File: src/rtl/conv1d_stream_p_pkg.sv
// conv1d_pkg: shared types and helpers for the conv1d_stream_p convolution layer.
// Holds the FSM state encoding, generic saturation and the LENY/G derivations.
package conv1d_pkg;

  typedef enum logic [1:0] {
    LOAD_F  = 2'd0,
    LOAD_X  = 2'd1,
    COMPUTE = 2'd2,
    OUT     = 2'd3
  } state_e;

  // Number of outputs of a valid (no padding) convolution.
  function automatic int leny(input int lenx, input int lenf);
    return lenx - lenf + 1;
  endfunction

  // Number of lane groups needed to cover all outputs.
  function automatic int groups(input int ly, input int p);
    return (ly + p - 1) / p;
  endfunction

  // Counter width able to hold 0..mx; never narrower than one bit.
  function automatic int cw(input int mx);
    return (mx < 1) ? 1 : $clog2(mx + 1);
  endfunction

  // Clamp a wide signed value into the w-bit signed range.
  function automatic logic signed [63:0] sat(input logic signed [63:0] v, input int w);
    logic signed [63:0] hi, lo;
    hi = (64'sd1 <<< (w - 1)) - 64'sd1;
    lo = -(64'sd1 <<< (w - 1));
    if (v > hi)      return hi;
    else if (v < lo) return lo;
    else             return v;
  endfunction

endpackage

File: src/rtl/conv1d_stream_p_if.sv
// conv1d_stream_p_if: coefficient, input-sample and output-sample streams.
// slave is the layer's view, master is the view of whoever drives the layer.
interface conv1d_stream_p_if #(parameter int WIDTH = 8);
  logic signed [WIDTH-1:0] s_data_f;
  logic                    s_valid_f;
  logic                    s_ready_f;
  logic                    f_reload;
  logic signed [WIDTH-1:0] s_data_in_x;
  logic                    s_valid_x;
  logic                    s_ready_x;
  logic signed [WIDTH-1:0] m_data_out_y;
  logic                    m_valid_y;
  logic                    m_ready_y;

  modport slave (
    input  s_data_f, s_valid_f, f_reload, s_data_in_x, s_valid_x, m_ready_y,
    output s_ready_f, s_ready_x, m_data_out_y, m_valid_y
  );

  modport master (
    output s_data_f, s_valid_f, f_reload, s_data_in_x, s_valid_x, m_ready_y,
    input  s_ready_f, s_ready_x, m_data_out_y, m_valid_y
  );
endinterface

File: src/rtl/conv1d_mac_lane.sv
// conv1d_mac_lane: one saturating multiply-accumulate lane.
// Optional macro CONV1D_RELU_EN clamps negative results to zero on acc_o.
// acc_o is the post-update value so the last tap can be captured in the same cycle.
module conv1d_mac_lane
  import conv1d_pkg::*;
#(
  parameter int WIDTH = 8
) (
  input  logic                    clk,
  input  logic                    reset,
  input  logic signed [WIDTH-1:0] x_i,
  input  logic signed [WIDTH-1:0] f_i,
  input  logic                    clr_i,
  input  logic                    en_i,
  output logic signed [WIDTH-1:0] acc_o
);

  logic signed [WIDTH-1:0]   acc_q, acc_d;
  logic signed [2*WIDTH-1:0] prod;
  logic signed [63:0]        prod_sat, sum_w, sum_sat;

  // Saturate the product, then saturate the running sum; clr restarts from zero.
  always_comb begin
    prod     = x_i * f_i;
    prod_sat = sat(64'(prod), WIDTH);
    sum_w    = (clr_i ? 64'sd0 : 64'(acc_q)) + prod_sat;
    sum_sat  = sat(sum_w, WIDTH);
    acc_d    = en_i ? WIDTH'(sum_sat) : acc_q;
  end

  // Result stage: optional ReLU after saturation.
  always_comb begin
    acc_o = acc_d;
`ifdef CONV1D_RELU_EN
    if (acc_d[WIDTH-1]) acc_o = '0;
`else
`endif
  end

  // Accumulator register.
  always_ff @(posedge clk) begin
    if (reset) acc_q <= '0;
    else       acc_q <= acc_d;
  end

endmodule

File: src/rtl/conv1d_stream_p.sv
// conv1d_stream_p: streaming 1-D convolution with P parallel MAC lanes and a
// runtime-loadable filter. Loads LENF coefficients, then LENX samples, computes
// LENY outputs in ceil(LENY/P) groups of LENF cycles, then streams them out.
// Optional macro CONV1D_RELU_EN enables a ReLU on every output (in the lanes).
module conv1d_stream_p
  import conv1d_pkg::*;
#(
  parameter int WIDTH = 8,
  parameter int LENX  = 5,
  parameter int LENF  = 3,
  parameter int P     = 1
) (
  input  logic              clk,
  input  logic              reset,
  conv1d_stream_p_if.slave  bus
);

  localparam int LENY = leny(LENX, LENF);
  localparam int G    = groups(LENY, P);
  localparam int KW   = cw(LENF);
  localparam int NW   = cw(LENX);
  localparam int GW   = cw(G);
  localparam int OW   = cw(LENY);

  state_e                        state_q, state_d;
  logic [KW-1:0]                 k_q, k_d;
  logic [NW-1:0]                 n_q, n_d;
  logic [GW-1:0]                 g_q, g_d;
  logic [OW-1:0]                 o_q, o_d;
  logic [LENF-1:0][WIDTH-1:0]    f_q, f_d;
  logic [LENX-1:0][WIDTH-1:0]    x_q, x_d;
  logic [LENY-1:0][WIDTH-1:0]    y_q, y_d;
  logic                          s_ready_f_q, s_ready_f_d;
  logic                          s_ready_x_q, s_ready_x_d;
  logic                          m_valid_q, m_valid_d;
  logic [WIDTH-1:0]              m_data_q, m_data_d;

  logic [WIDTH-1:0]              f_cur;
  logic [P-1:0][WIDTH-1:0]       lane_x;
  logic [P-1:0][WIDTH-1:0]       lane_y;
  logic                          lane_clr, lane_en;
  logic                          hs_f, hs_x, hs_y;

  assign hs_f = bus.s_valid_f & s_ready_f_q;
  assign hs_x = bus.s_valid_x & s_ready_x_q;
  assign hs_y = m_valid_q & bus.m_ready_y;

  // Operand fetch: tap k for all lanes; lane i of group g reads x[g*P+i+k].
  // Lanes past the end read zero; their results are dropped anyway.
  always_comb begin
    f_cur = '0;
    for (int j = 0; j < LENF; j++)
      if (k_q == KW'(j)) f_cur = f_q[j];
    for (int i = 0; i < P; i++) begin
      lane_x[i] = '0;
      for (int j = 0; j < LENX; j++)
        if (int'(g_q) * P + i + int'(k_q) == j) lane_x[i] = x_q[j];
    end
  end

  for (genvar i = 0; i < P; i++) begin : g_lane
    conv1d_mac_lane #(.WIDTH(WIDTH)) u_lane (
      .clk   (clk),
      .reset (reset),
      .x_i   (lane_x[i]),
      .f_i   (f_cur),
      .clr_i (lane_clr),
      .en_i  (lane_en),
      .acc_o (lane_y[i])
    );
  end

  // Next-state, counters, storage writes and lane control.
  always_comb begin
    state_d  = state_q;
    k_d      = k_q;
    n_d      = n_q;
    g_d      = g_q;
    o_d      = o_q;
    f_d      = f_q;
    x_d      = x_q;
    y_d      = y_q;
    lane_en  = 1'b0;
    lane_clr = 1'b0;
    case (state_q)
      LOAD_F: begin
        if (hs_f) begin
          for (int j = 0; j < LENF; j++)
            if (k_q == KW'(j)) f_d[j] = bus.s_data_f;
          if (k_q == KW'(LENF - 1)) begin
            k_d     = '0;
            state_d = LOAD_X;
          end else begin
            k_d = k_q + KW'(1);
          end
        end
      end
      LOAD_X: begin
        if (hs_x) begin
          for (int j = 0; j < LENX; j++)
            if (n_q == NW'(j)) x_d[j] = bus.s_data_in_x;
          if (n_q == NW'(LENX - 1)) begin
            n_d     = '0;
            k_d     = '0;
            g_d     = '0;
            state_d = COMPUTE;
          end else begin
            n_d = n_q + NW'(1);
          end
        end else if (bus.f_reload && n_q == '0) begin
          // Reload only between vectors so a half-loaded x is never orphaned.
          k_d     = '0;
          state_d = LOAD_F;
        end
      end
      COMPUTE: begin
        lane_en  = 1'b1;
        lane_clr = (k_q == '0);
        if (k_q == KW'(LENF - 1)) begin
          for (int i = 0; i < P; i++)
            for (int j = 0; j < LENY; j++)
              if (int'(g_q) * P + i == j) y_d[j] = lane_y[i];
          k_d = '0;
          if (g_q == GW'(G - 1)) begin
            g_d     = '0;
            o_d     = '0;
            state_d = OUT;
          end else begin
            g_d = g_q + GW'(1);
          end
        end else begin
          k_d = k_q + KW'(1);
        end
      end
      OUT: begin
        if (hs_y) begin
          if (o_q == OW'(LENY - 1)) begin
            o_d     = '0;
            state_d = LOAD_X;
          end else begin
            o_d = o_q + OW'(1);
          end
        end
      end
      default: state_d = LOAD_F;
    endcase
  end

  // Registered port outputs derived from the next state; data reads the
  // next buffer contents so y[0] is ready even when it is written on the last edge.
  always_comb begin
    s_ready_f_d = (state_d == LOAD_F);
    s_ready_x_d = (state_d == LOAD_X);
    m_valid_d   = (state_d == OUT);
    m_data_d    = '0;
    if (state_d == OUT)
      for (int j = 0; j < LENY; j++)
        if (o_d == OW'(j)) m_data_d = y_d[j];
  end

  // State, counters, storage and output registers.
  always_ff @(posedge clk) begin
    if (reset) begin
      state_q     <= LOAD_F;
      k_q         <= '0;
      n_q         <= '0;
      g_q         <= '0;
      o_q         <= '0;
      f_q         <= '0;
      x_q         <= '0;
      y_q         <= '0;
      s_ready_f_q <= 1'b1;
      s_ready_x_q <= 1'b0;
      m_valid_q   <= 1'b0;
      m_data_q    <= '0;
    end else begin
      state_q     <= state_d;
      k_q         <= k_d;
      n_q         <= n_d;
      g_q         <= g_d;
      o_q         <= o_d;
      f_q         <= f_d;
      x_q         <= x_d;
      y_q         <= y_d;
      s_ready_f_q <= s_ready_f_d;
      s_ready_x_q <= s_ready_x_d;
      m_valid_q   <= m_valid_d;
      m_data_q    <= m_data_d;
    end
  end

  assign bus.s_ready_f    = s_ready_f_q;
  assign bus.s_ready_x    = s_ready_x_q;
  assign bus.m_valid_y    = m_valid_q;
  assign bus.m_data_out_y = m_data_q;

endmodule

File: src/flat_wrapper.sv
// flat-port wrapper written by rule: the top's interface ports become plain ports
module conv1d_stream_p_flat import conv1d_pkg::*;
#(
  parameter int WIDTH = 8,
  parameter int LENX  = 5,
  parameter int LENF  = 3,
  parameter int P     = 1
)
  (clk, reset, bus_s_data_f, bus_s_valid_f, bus_f_reload, bus_s_data_in_x, bus_s_valid_x, bus_m_ready_y, bus_s_ready_f, bus_s_ready_x, bus_m_data_out_y, bus_m_valid_y);
  conv1d_stream_p_if #(.WIDTH(WIDTH)) bus_i ();
  input  logic clk;
  input  logic reset;
  input wire logic [$bits(bus_i.s_data_f)-1:0] bus_s_data_f;
  input wire logic [$bits(bus_i.s_valid_f)-1:0] bus_s_valid_f;
  input wire logic [$bits(bus_i.f_reload)-1:0] bus_f_reload;
  input wire logic [$bits(bus_i.s_data_in_x)-1:0] bus_s_data_in_x;
  input wire logic [$bits(bus_i.s_valid_x)-1:0] bus_s_valid_x;
  input wire logic [$bits(bus_i.m_ready_y)-1:0] bus_m_ready_y;
  output wire logic [$bits(bus_i.s_ready_f)-1:0] bus_s_ready_f;
  output wire logic [$bits(bus_i.s_ready_x)-1:0] bus_s_ready_x;
  output wire logic [$bits(bus_i.m_data_out_y)-1:0] bus_m_data_out_y;
  output wire logic [$bits(bus_i.m_valid_y)-1:0] bus_m_valid_y;
  assign bus_i.s_data_f = bus_s_data_f;
  assign bus_i.s_valid_f = bus_s_valid_f;
  assign bus_i.f_reload = bus_f_reload;
  assign bus_i.s_data_in_x = bus_s_data_in_x;
  assign bus_i.s_valid_x = bus_s_valid_x;
  assign bus_i.m_ready_y = bus_m_ready_y;
  assign bus_s_ready_f = bus_i.s_ready_f;
  assign bus_s_ready_x = bus_i.s_ready_x;
  assign bus_m_data_out_y = bus_i.m_data_out_y;
  assign bus_m_valid_y = bus_i.m_valid_y;
  conv1d_stream_p #(.WIDTH(WIDTH), .LENX(LENX), .LENF(LENF), .P(P)) u_core (.clk(clk), .reset(reset), .bus(bus_i));
endmodule
File: config.mk
export PLATFORM = sky130hd
export DESIGN_NAME = conv1d_stream_p_flat
export DESIGN_NICKNAME = d
export VERILOG_FILES = /design/src/rtl/conv1d_stream_p_pkg.sv /design/src/rtl/conv1d_stream_p_if.sv /design/src/rtl/conv1d_mac_lane.sv /design/src/rtl/conv1d_stream_p.sv /design/src/flat_wrapper.sv
export SDC_FILE = /design/constraint.sdc
export NUM_CORES = 1
export LEC_CHECK = 0
export ABC_AREA = 1
export BUFFER_PORTS_ARGS = -buffer_cell sky130_fd_sc_hd__buf_2
export CAP_MARGIN = 0
export CORE_ASPECT_RATIO = 0.75
export CORE_MARGIN = 2
export CORE_UTILIZATION = 55
export CTS_CLUSTER_DIAMETER = 150
export CTS_CLUSTER_SIZE = 8
export DETAILED_ROUTE_END_ITERATION = 10
export PLACE_DENSITY = 0.7
export SYNTH_ARGS = -nofsm -noshare
export SYNTH_HDL_FRONTEND = slang
export SYNTH_SLANG_ARGS = --single-unit
File: constraint.sdc
create_clock -name clk -period 14.55 [get_ports clk]
set_input_delay 1.455 -clock clk [delete_from_list [all_inputs] [get_ports clk]]
set_output_delay 1.455 -clock clk [all_outputs]
set_load 0.05 [all_outputs]
; Yosys cells after proc, flatten, opt, wreduce, memory -nomap -nowiden
; Cells that the tools add are included.
[op_classes]
n_mux = 50
bitwise_logic = 4
addsub = 6
magnitude_cmp = 4
n_reduce_logical = 22
eq_ne = 27
mul = 1
[ops]
columns = operator, n
row1 = $mux 64, 3
row2 = $mux 8, 17
row3 = $add 64x64->64, 1
row4 = $eq 32x3->1 const B, 2
row5 = $gt 64x8->1 const B, 1
row6 = $logic_not 32->1, 2
row7 = $lt 64x8->1 const B, 1
row8 = $mux 24, 2
row9 = $mux 2, 21
row10 = $eq 32x2->1 const B, 1
row11 = $eq 32x4->1 const B, 1
row12 = $reduce_and 3->1, 8
row13 = $eq 2x2->1 const B, 9
row14 = $gt 16x8->1 const B, 1
row15 = $lt 16x8->1 const B, 1
row16 = $mul 8x8->16, 1
row17 = $eq 2x1->1 const B, 4
row18 = $logic_not 2->1, 4
row19 = $ne 2x1->1 const B, 4
row20 = $pmux 2 s2, 2
row21 = $pmux 2 s4, 1
row22 = $reduce_and 4->1, 2
row23 = $add 2x1->2 const B, 3
row24 = $eq 3x2->1 const B, 2
row25 = other kinds (17), 20
[word_totals]
in_bits = 22
out_inout_bits = 11
reg_bits = 118
elab_cells = 135

; Depth between registers and ports, before layout
; Gate-level depths: netlist of the first run.
[logic_depth]
depth_word = 22
ltp_mapped = 69

; Modules after synthesis
; A second synthesis of the first run with hierarchy kept.
[hier_totals]
cells_unflattened = 1543
hier_area_um2 = 10401.2
[modules_own_cells]
columns = module, cells_each, area_per_inst_um2, n_inst, seq_area_each_um2
row1 = conv1d_mac_lane, 885, 5527.8, 1, 160.2
row2 = conv1d_stream_p, 658, 4873.4, 1, 2202.1

; Worst setup path after synthesis of the first run
; No wires, ideal clock.
[synth_timing]
path_kind = flip-flop to flip-flop
from = register u_core.g_q[0]
to = register u_core.m_data_q[0] (netlist: u_core.bus.m_data_out_y[0])
setup_slack_ns = 4.465
required_time_ns = 14.440
stages_incl_launch_ff = 63
setup_ns = 0.110
arrival_time_ns = 9.975
cell_sequence = dfxtp_1 ha_1 fa_1 nor2_1 nand2_1 inv_1 nand2_1 o21ai_0 o21ai_0 nand2_1 o21ai_0 o21ai_0 inv_1 or2_2 fa_1 fa_1 inv_1 fa_1 [... 27 more ...] fa_1 inv_1 nor2_1 nand3_1 nor2_1 nand3_1 nor2_1 nand2_1 nor2_1 nand4_1 nand3_4 nand3_2 nand2_2 nand2_1 nand3_1 nand3_1 nand2_1 inv_1
[synth_via]
elab_chain_cells = 22
elab_cells_between_ends = 46
cone_classes = add/sub: 2 / mul: 1 / order compare: 4 / eq/ne: 10 / mux: 24 / bitwise: 1 / reduce/logical: 4
[synth_rtl]
columns = item, line_no
row1 = from (decl), conv1d_stream_p.sv:28  ; logic [GW-1:0] g_q, g_d;
row2 = from (signal assigned), conv1d_stream_p.sv:180  ; g_q <= g_d;
row3 = $add 2x2->3, conv1d_stream_p.sv:57  ; if (int'(g_q) * P + i + int'(k_q) == j) lane_x[i] = x_q[j];
row4 = $logic_not 32->1, conv1d_stream_p.sv:57
row5 = $mux 8 (5 in a row), conv1d_stream_p.sv:57
row6 = $mul 8x8->16, conv1d_mac_lane.sv:24  ; prod = x_i * f_i;
row7 = $lt 16x8->1, conv1d_stream_p_pkg.sv:33  ; else if (v < lo) return lo;
row8 = $mux 64, conv1d_stream_p_pkg.sv:33
row9 = $mux 64, conv1d_stream_p_pkg.sv:32  ; if (v > hi) return hi;
row10 = $add 64x64->64, conv1d_mac_lane.sv:26  ; sum_w = (clr_i ? 64'sd0 : 64'(acc_q)) + prod_sat;
row11 = $lt 64x8->1, conv1d_stream_p_pkg.sv:33
row12 = $mux 8, conv1d_stream_p_pkg.sv:33
row13 = $mux 8, conv1d_stream_p_pkg.sv:32
row14 = $mux 8, conv1d_mac_lane.sv:28  ; acc_d = en_i ? WIDTH'(sum_sat) : acc_q;
row15 = $mux 8, conv1d_stream_p.sv:122  ; if (int'(g_q) * P + i == j) y_d[j] = lane_y[i];
row16 = $mux 24, conv1d_stream_p.sv:119  ; if (k_q == KW'(LENF - 1)) begin
row17 = $mux 24, conv1d_stream_p.sv:85  ; case (state_q)
row18 = $mux 8 (3 in a row), conv1d_stream_p.sv:158  ; if (o_d == OW'(j)) m_data_d = y_d[j];
row19 = to (signal assigned), conv1d_stream_p.sv:188  ; m_data_q <= m_data_d;
row20 = to (decl), conv1d_stream_p.sv:36  ; logic [WIDTH-1:0] m_data_q, m_data_d;
; Parallel ways exist; a longest one is shown, timed or not.
; A chain may end at the register's enable or synchronous reset.

; Final worst setup path of the first run
[layout_timing]
from = register u_core.g_q[0]
to = register u_core.m_data_q[6] (netlist: u_core.bus.m_data_out_y[6])
; The elaborated chain is that of the path after synthesis.

==> results.sh, run 1 <==
export IMPL_p_leak_nw=5.25
export IMPL_regArea_um2=2360
export IMPL_antenna_found_initial=0
export IMPL_synth_top_cell_by_area="dfxtp_1"
export IMPL_drtIter0Drc=740
export IMPL_clk_pin_slew_ps=50
export IMPL_placed_area_um2=10200
export IMPL_syn_avg_cell_area_um2=6.94
export IMPL_cts_resized=0
export IMPL_r2r_slack_ps=2890
export IMPL_slew_headroom_pct=41.5
export IMPL_cts_buffers=17
export IMPL_yosys_warnings=0
export IMPL_drc=0
export IMPL_ys_seq_area_share_pct=24.1
export IMPL_grt_start_max_net_pins=68
export IMPL_start_util_pct=55.9
export IMPL_cp_start_kind="register"
export IMPL_vias_per_cell=5.16
export IMPL_final_max_slew_viol_count=0
export IMPL_fin_crit_ps=11660
export IMPL_cts_sinks=118
export IMPL_crit_required_ps=14850
export IMPL_syn_num_nets=1565
export IMPL_num_vias=8773
export IMPL_cts_setup_buffers=0
export IMPL_crit_arrival_ps=11960
export IMPL_status="finished, final reports clean"
export IMPL_drive_gt1_share_pct=8.92
export IMPL_post_dp_hpwl_mm=17.6
export IMPL_dr_pass1_iters=6
export IMPL_hold_viol_final=0
export IMPL_final_util_pct=61.8
export IMPL_cts_root_buf="clkbuf_16"
export IMPL_cts_htree_levels=4
export IMPL_cp_max_fo=12
export IMPL_powerDensity_nw_per_um2=103
export IMPL_coreArea_um2=17600
export IMPL_vdd_drop_max_mv=0.112
export IMPL_synth_area_leaders="dfxtp_1 24%, fa_1 16%, inv_1 10%"
export IMPL_stdcell_area_um2=10900
export IMPL_io_pins=33
export IMPL_synth_flop_cell="dfxtp_1"
export IMPL_insertion_delay_ps=410
export IMPL_synth_top_area_share_pct=24.1
export IMPL_die_h_um=120
export IMPL_nFillCells=1614
export IMPL_async_reset_ff_share_pct=0
export IMPL_n_antenna_cell=0
export IMPL_grtUsageTotal_pct=25.8
export IMPL_dpl_cell_count=1667
export IMPL_gp_congestion=0.918
export IMPL_synth_seq_cells=118
export IMPL_cts_hold_buf=0
export IMPL_die_w_um=158
export IMPL_maxCapViolations=0
export IMPL_fin_skew_ps=11.9
export IMPL_setup_viol=0
export IMPL_rsz0062_at_grt="no"
export IMPL_ant_nets=0
export IMPL_synth_edf_count=0
export IMPL_cts_tree="done"
export IMPL_wl_per_cell_um=13.6
export IMPL_end_kind="register"
export IMPL_cts_buffer_depth=2
export IMPL_placementRows=42
export IMPL_ys_types=45
export IMPL_wirelength_mm=23.1
export IMPL_slowest_delay_ps=550
export IMPL_criticalPathCategory="register to register"
export IMPL_fmax_mhz=85.8
export IMPL_netlist_area_um2=9810
export IMPL_grt_pass1_vias=8211
export IMPL_crit_slowest_cell="nor2_1"
export IMPL_grt_pass1_wl_mm=39.5
export IMPL_multiInputGateArea_um2=6310
export IMPL_syn_inst=1413
export IMPL_dieArea_um2=18900
export IMPL_port_buffers=32
export IMPL_final_cells=1699
export IMPL_fin_nets=1596
export IMPL_syn_to_final_growth_pct=10.7
export IMPL_fin_crit_sh_pct=80.1
export IMPL_tns_ps=0
export IMPL_hold_class="register to register"
export IMPL_worstMarginPinSlew_ps=874
export IMPL_grt_overflow_total=0
## Yosys cell counts (18+ instances only)
master	count
inv_1	269
nand2_1	247
nor2_1	219
dfxtp_1	118
a21oi_1	87
o21ai_0	87
fa_1	78
nand3_1	65
ha_1	52
nand4_1	27
clkbuf_1	22
nand2_2	19
or2_2	18
## final timing paths
kind / start / endpoint / cells after the start
worst max-delay path: u_core.g_q[0]$_SDFFE_PP0P_ / u_core.bus.m_data_out_y[6]$_SDFF_PP0_ / 54
worst max register to register: u_core.g_q[0]$_SDFFE_PP0P_ / u_core.bus.m_data_out_y[6]$_SDFF_PP0_ / 54
worst min-delay path: u_core.f_q[14]$_SDFFE_PP0P_ / u_core.f_q[14]$_SDFFE_PP0P_ / 2
worst min register to register: u_core.f_q[14]$_SDFFE_PP0P_ / u_core.f_q[14]$_SDFFE_PP0P_ / 2
## critical path: cells and delay by family (launching register included)
| family | cells | cell delay [ps] |
|---|---|---|
| AO/OA/AOI/OAI | 9 | 1470 |
| buffers and inverters | 8 | 910 |
| AND/OR/NAND/NOR | 27 | 4320 |
| adder cells (fa/ha/maj) | 10 | 4510 |
| flip-flops | 1 | 330 |
## metal layers
metal / up-vias / track usage [%] / wire length [um] / share of wire (%)
met5: - / 0 / 0 / 0
li1: 4492 / - / - / -
met3: 23 / 4.26 / 1400 / 6.1
met4: 0 / 5.80 / 216 / 0.94
met2: 260 / 37.2 / 9390 / 41
met1: 3998 / 40.3 / 12000 / 52
## metrics by stage
step / setup slack [ps] / hold WS (ps) / power (W)
floorplan: 4470 / 423 / 0.000590
global placement: 3200 / 434 / 0.000661
detailed placement: 3130 / 436 / 0.000663
CTS: 3070 / 444 / 0.00111
global route: 1850 / 460 / 0.00118
finish: 2890 / 445 / 0.00111
## sequential cells by signal, indices dropped and copies added (netlist names), 2 cells and up
signal / count
u_core.n_q: 3
u_core.x_q: 40
u_core.k_q: 2
u_core.f_q: 24
u_core.y_q: 24
u_core.g_lane.u_lane.acc_q: 8
u_core.state_q: 2
u_core.o_q: 2
u_core.bus.m_data_out_y: 8
u_core.g_q: 2
## cell type report
class	instances	area share, %
tap	242	2.79
timing repair buffer	38	1.89
clock buffer	24	4.35
multi-input combinational	994	58.1
sequential	118	21.8
clock inverter	8	1.57
inverter	275	9.51
## logic make-up after synthesis
logic type,share of synthesized area [%]
AND/OR/NAND/NOR,28.6
buffers and inverters,11.6
AO/OA/AOI/OAI,11.8
adder cells (fa/ha/maj),22.6
flip-flops,24.1
XOR/XNOR,1.43
## layout by cell type, fill, tap and decap left out, types with 3 or more instances in the layout
cell type,instances
nand3b_1,3
nand2_2,19
nand3_1,65
nand2_1,247
nor2_2,5
o22ai_1,4
a31oi_1,3
buf_4,6
a21oi_2,3
o2111ai_1,3
nand3_2,8
or2_2,18
nor2_1,219
fa_1,78
inv_2,5
clkbuf_1,5
o21ai_1,5
buf_2,32
xor2_1,10
nor4_1,6
a221oi_1,7
dfxtp_1,118
bufinv_16,5
clkbuf_16,17
o221ai_1,3
xnor2_1,6
ha_1,52
a21oi_1,87
inv_1,269
and2_1,3
nor3_1,11
o21ai_0,86
nand4_1,27
## where the power goes
part | leakage (nW) | internal, W | switching [W]
combinational | 3.99 | 0.000105 | 0.000221
clock | 0.305 | 0.000312 | 0.000140
sequential | 0.954 | 0.000331 | 0.00000303
(Power assumes the default switching activity.)
==> run 2: changes to the inputs <==
==> constraint.sdc (replaced) <==
create_clock -name clk -period 11.87 [get_ports clk]
set_input_delay 1.187 -clock clk [delete_from_list [all_inputs] [get_ports clk]]
set_output_delay 1.187 -clock clk [all_outputs]
set_load 0.05 [all_outputs]
==> run 2 against run 1 <==
Net effect:
- combinational power rose by 26%
- clock power is 21% higher
- via count increased by 0.97%
- die area is the same
- sequential share of layout area fell by 0.21 points
- largest power group unchanged
- final area rose by 0.99%
- clock skew decreased by 1.0 ps
- power is 23% higher
- final cell count increased by 0.41%
- setup slack worse by 2100 ps
==> results.sh, run 2 (synthesized netlist as in run 1, its figures left out) <==
export IMPL_hold_viol_final=0
export IMPL_n_antenna_cell=0
export IMPL_cts_sinks=118
export IMPL_dr_pass1_iters=5
export IMPL_cts_root_buf="clkbuf_16"
export IMPL_grtUsageTotal_pct=25.7
export IMPL_fmax_mhz=90.6
export IMPL_multiInputGateArea_um2=6360
export IMPL_antenna_found_initial=0
export IMPL_regArea_um2=2360
export IMPL_fin_nets=1603
export IMPL_criticalPathCategory="register to register"
export IMPL_start_util_pct=55.9
export IMPL_end_kind="register"
export IMPL_die_w_um=158
export IMPL_ant_nets=0
export IMPL_fin_skew_ps=10.9
export IMPL_setup_viol=0
export IMPL_layout_common_cells="267 x inv_1, 246 x nand2_1, 214 x nor2_1"
export IMPL_die_h_um=120
export IMPL_drtIter0Drc=848
export IMPL_post_dp_hpwl_mm=17.8
export IMPL_critPathBufInv=9
export IMPL_place_ws_ps=450
export IMPL_top_layer_used="met4"
export IMPL_combPwrFrac_pct=30.0
export IMPL_vias_per_cell=5.19
export IMPL_fin_crit_sh_pct=92.9
export IMPL_num_vias=8858
export IMPL_grt_pass1_vias=8254
export IMPL_drive_gt1_share_pct=10.6
export IMPL_regMostFlops="u_core.x_q"
export IMPL_p_leak_nw=5.28
export IMPL_wl_per_cell_um=13.7
export IMPL_cp_max_fo=7
export IMPL_rsz0062_at_grt="no"
export IMPL_dieArea_um2=18900
export IMPL_final_cells=1706
export IMPL_gp_congestion=0.919
export IMPL_coreArea_um2=17600
export IMPL_cts_buffers=17
export IMPL_drc=0
export IMPL_dpl_cell_count=1668
export IMPL_status="finished, final reports clean"
export IMPL_crit_slowest_cell="fa_1"
export IMPL_crit_arrival_ps=11390
export IMPL_hold_class="register to register"
export IMPL_vdd_drop_max_mv=0.108
export IMPL_clk_pin_slew_ps=50
export IMPL_cts_hold_buf=0
export IMPL_final_max_slew_viol_count=0
export IMPL_tns_ps=0
export IMPL_io_pins=33
export IMPL_insertion_delay_ps=410
export IMPL_crit_required_ps=12230
export IMPL_reg_top3="u_core.x_q x40, u_core.f_q x24, u_core.y_q x24"
export IMPL_layout_commonest_cell="inv_1"
export IMPL_cts_tree="done"
export IMPL_grt_pass1_wl_mm=39.3
export IMPL_maxCapViolations=0
export IMPL_met3WireLength_mm=1.47
export IMPL_worstMarginPinSlew_ps=822
export IMPL_port_buffers=32
export IMPL_nFillCells=1623
export IMPL_seq_power_share_pct=30.0
export IMPL_p_int_w=0.000899
export IMPL_switchingPower_w=0.000468
export IMPL_placementRows=42
export IMPL_wirelength_mm=23.4
export IMPL_powerDensity_nw_per_um2=125
export IMPL_route_met2_wl_mm=9.64
export IMPL_hold_ws_ps=443
export IMPL_largest_reg_flops=40
export IMPL_path_delay_family="adder cells"
export IMPL_fin_crit_ps=11030
export IMPL_final_util_pct=62.5
export IMPL_grt_overflow_total=0
export IMPL_crit_top_cell="nand2_1"
export IMPL_cts_htree_levels=4
export IMPL_switching_share_pct=34.2
export IMPL_slew_headroom_pct=45.2
export IMPL_cp_start_kind="register"
export IMPL_slowest_delay_ps=540
export IMPL_cts_buffer_depth=2
export IMPL_syn_to_final_growth_pct=11.8
export IMPL_grt_start_max_net_pins=68
export IMPL_fin_ws_ps=838
export IMPL_clkPwrFrac_pct=40.0
export IMPL_wl_met1_mm=12.1
run 2: cell count changes in the layout (fill, tap and decap cells not counted), moves of 3 or more:
cell / change
buf_4: +6
nor2_1: -5
clkinvlp_4: +3
nor2_2: +4
clkbuf_1: -5
clkinv_4: +4
run 2: worst min-delay path, stage by stage, from the launching register on:
cell     delay [ps]
dfxtp_1         300
inv_1            40
a21oi_1          50
run 2: final timing paths:
kind,from,end,slack [ps],cells after the start
setup / recovery,u_core.g_q[0]$_SDFFE_PP0P_,u_core.bus.m_data_out_y[2]$_SDFF_PP0_,840,61
setup reg to reg,u_core.g_q[0]$_SDFFE_PP0P_,u_core.bus.m_data_out_y[2]$_SDFF_PP0_,840,61
hold / removal,u_core.f_q[10]$_SDFFE_PP0P_,u_core.f_q[10]$_SDFFE_PP0P_,440,2
hold reg to reg,u_core.f_q[10]$_SDFFE_PP0P_,u_core.f_q[10]$_SDFFE_PP0P_,440,2
run 2: metrics by stage:
stage	area [um2]	power, W
global route	11000	0.00145
floorplan	9810	0.000724
CTS	10900	0.00136
detailed placement	10200	0.000813
finish	11000	0.00137
global placement	10200	0.000811
run 2: final cells by class:
type                            instances  share of cell area (%)
Clock buffer                           18                    4.01
Inverter                              275                    9.45
Multi-Input combinational cell        994                    58.1
Timing Repair inverter                  1                  0.0685
Sequential cell                       118                    21.5
Clock inverter                         14                    1.83
Tap cell                              242                    2.76
Timing Repair Buffer                   44                    2.28
run 2: routing by layer:
layer / GRT usage (%) / vias to the layer above
li1: - / 4513
met1: 40.2 / 4047
met2: 37.6 / 278
met3: 4.08 / 20
met4: 4.73 / 0
met5: 0 / -
run 2: timing repair:
item / 4_1_cts / 5_1_grt
gates resized for setup: 0 / 17
endpoints found under the hold margin: 0 / 0
buffers inserted: 0 / 5
endpoints found under the setup margin: 0 / 35
run 2: power by group through the flow:
stage	sequential (W)	clock [W]	combinational (W)
2_1_floorplan	0.000418	0	0.000306
3_3_place_gp	0.000418	0	0.000393
3_5_place_dp	0.000418	0	0.000395
4_1_cts	0.000409	0.000550	0.000397
5_1_grt	0.000410	0.000570	0.000467
6_report	0.000409	0.000547	0.000411
==> run 3: changes to the inputs <==
==> constraint.sdc (replaced) <==
create_clock -name clk -period 11.7 [get_ports clk]
set_input_delay 1.17 -clock clk [delete_from_list [all_inputs] [get_ports clk]]
set_output_delay 1.17 -clock clk [all_outputs]
set_load 0.05 [all_outputs]
==> run 3 against run 2 <==
Net effect:
- die area did not move
- final cell count did not move
- non-clock buffer count rose by 2
- via count rose by 0.16%
- setup slack barely moved
- clock-buffer cell count rose by 4
- first-iteration DRC count rose by 5.1%
- maximum frequency rose by 1.6%
- critical endpoint is now u_core.bus.m_data_out_y[4]$_SDFF_PP0_
==> results.sh, run 3 (synthesized netlist as in run 1, its figures left out) <==
export IMPL_status="finished, final reports clean"
export IMPL_dpl_cell_count=1670
export IMPL_num_vias=8872
export IMPL_place_ws_ps=238
export IMPL_antenna_found_initial=0
export IMPL_largest_reg_flops=40
export IMPL_n_antenna_cell=0
export IMPL_placementRows=42
export IMPL_syn_to_final_growth_pct=11.4
export IMPL_fin_crit_sh_pct=92.8
export IMPL_layout_commonest_cell="inv_1"
export IMPL_port_buffers=32
export IMPL_tns_ps=0
export IMPL_grt_overflow_total=0
export IMPL_vias_per_cell=5.20
export IMPL_clk_pin_slew_ps=50
export IMPL_grt_pass1_wl_mm=39.9
export IMPL_crit_top_cell="nand2_1"
export IMPL_powerDensity_nw_per_um2=124
export IMPL_cp_start_kind="register"
export IMPL_final_util_pct=62.3
export IMPL_slew_headroom_pct=44.8
export IMPL_fin_skew_ps=6.30
export IMPL_cts_sinks=118
export IMPL_final_max_slew_viol_count=0
export IMPL_io_pins=33
export IMPL_dr_pass1_iters=5
export IMPL_grtUsageTotal_pct=26.0
export IMPL_setup_viol=0
export IMPL_cts_tree="done"
export IMPL_regMostFlops="u_core.x_q"
export IMPL_coreArea_um2=17600
export IMPL_wirelength_mm=23.3
export IMPL_fin_crit_ps=10860
export IMPL_cts_hold_buf=0
export IMPL_placed_area_um2=10200
export IMPL_slowest_delay_ps=540
export IMPL_vdd_drop_max_mv=0.112
export IMPL_layout_common_cells="266 x inv_1, 246 x nand2_1, 214 x nor2_1"
export IMPL_drive_gt1_share_pct=10.7
export IMPL_drc=0
export IMPL_crit_slowest_cell="fa_1"
export IMPL_criticalPathCategory="register to register"
export IMPL_p_leak_nw=5.27
export IMPL_cts_htree_levels=4
export IMPL_grt_start_max_net_pins=68
export IMPL_reg_top3="u_core.x_q x40, u_core.f_q x24, u_core.y_q x24"
export IMPL_worstMarginPinSlew_ps=829
export IMPL_fin_nets=1604
export IMPL_grt_pass1_vias=8317
export IMPL_maxCapViolations=0
export IMPL_end_kind="register"
export IMPL_stdcell_area_um2=10900
export IMPL_crit_required_ps=12060
export IMPL_ant_nets=0
export IMPL_final_cells=1706
export IMPL_wl_per_cell_um=13.7
export IMPL_cts_buffers=17
export IMPL_nFillCells=1652
export IMPL_fin_ws_ps=838
export IMPL_insertion_delay_ps=410
export IMPL_hold_class="register to register"
export IMPL_fmax_mhz=92.1
export IMPL_die_w_um=158
export IMPL_hold_viol_final=0
export IMPL_gp_congestion=0.916
export IMPL_cts_buffer_depth=2
export IMPL_crit_arrival_ps=11220
export IMPL_post_dp_hpwl_mm=17.9
export IMPL_dieArea_um2=18900
export IMPL_cp_max_fo=8
export IMPL_drtIter0Drc=891
export IMPL_die_h_um=120
export IMPL_cts_root_buf="clkbuf_16"
export IMPL_start_util_pct=55.9
run 3: cell count changes in the layout (fill, tap and decap cells not counted), sizes merged:
cell / previous run / this run
bufinv: 4 / 3
clkinvlp: 5 / 3
inv: 275 / 273
clkbuf: 18 / 22
clkinv: 6 / 5
buf: 44 / 46
run 3: per-stage QoR:
stage	hold slack, ps	total power (W)
after floorplan	423	0.000734
after global placement	435	0.000822
after detailed placement	441	0.000826
after CTS	449	0.00135
after global routing	465	0.00144
final	446	0.00136
run 3: cell type report:
type	instances	area (um2)	area share, %
Timing Repair Buffer	46	265	2.43
Multi-Input combinational cell	994	6360	58.2
Clock buffer	22	474	4.34
Sequential cell	118	2360	21.6
Inverter	275	1040	9.48
Tap cell	242	303	2.77
Clock inverter	9	125	1.15
run 3: worst max-delay path, delay by kind of cell, from the launching register on:
kind / cells / cell delay, ps
adder cells (fa/ha/maj): 11 / 4710
AND/OR/NAND/NOR: 32 / 3360
AO/OA/AOI/OAI: 11 / 1420
buffers and inverters: 10 / 980
flip-flops: 1 / 330
run 3: timing repair:
item	in CTS	in global routing
setup buffers	0	5
gates resized for setup	0	20
setup endpoints to repair	0	35
run 3: path summary, 6_finish.rpt:
kind	depth (start not counted)	slack [ps]	startpoint	endpoint
worst max-delay path	64	840	u_core.g_q[0]$_SDFFE_PP0P_	u_core.bus.m_data_out_y[4]$_SDFF_PP0_
worst min-delay path	2	450	u_core.f_q[14]$_SDFFE_PP0P_	u_core.f_q[14]$_SDFFE_PP0P_
worst max register to register	64	840	u_core.g_q[0]$_SDFFE_PP0P_	u_core.bus.m_data_out_y[4]$_SDFF_PP0_
worst min register to register	2	450	u_core.f_q[14]$_SDFFE_PP0P_	u_core.f_q[14]$_SDFFE_PP0P_
run 3: where the power goes:
part	internal (W)	switching, W
Clock	0.000349	0.000176
Sequential	0.000412	0.00000378
Combinational	0.000137	0.000279
run 3: metal layers:
layer | share of wire, % | vias up | GRT usage [%]
met5 | 0 | - | 0
li1 | - | 4516 | -
met4 | 1.1 | 0 | 5.63
met2 | 41 | 274 | 37.5
met1 | 52 | 4055 | 41.3
met3 | 5.8 | 27 | 3.39
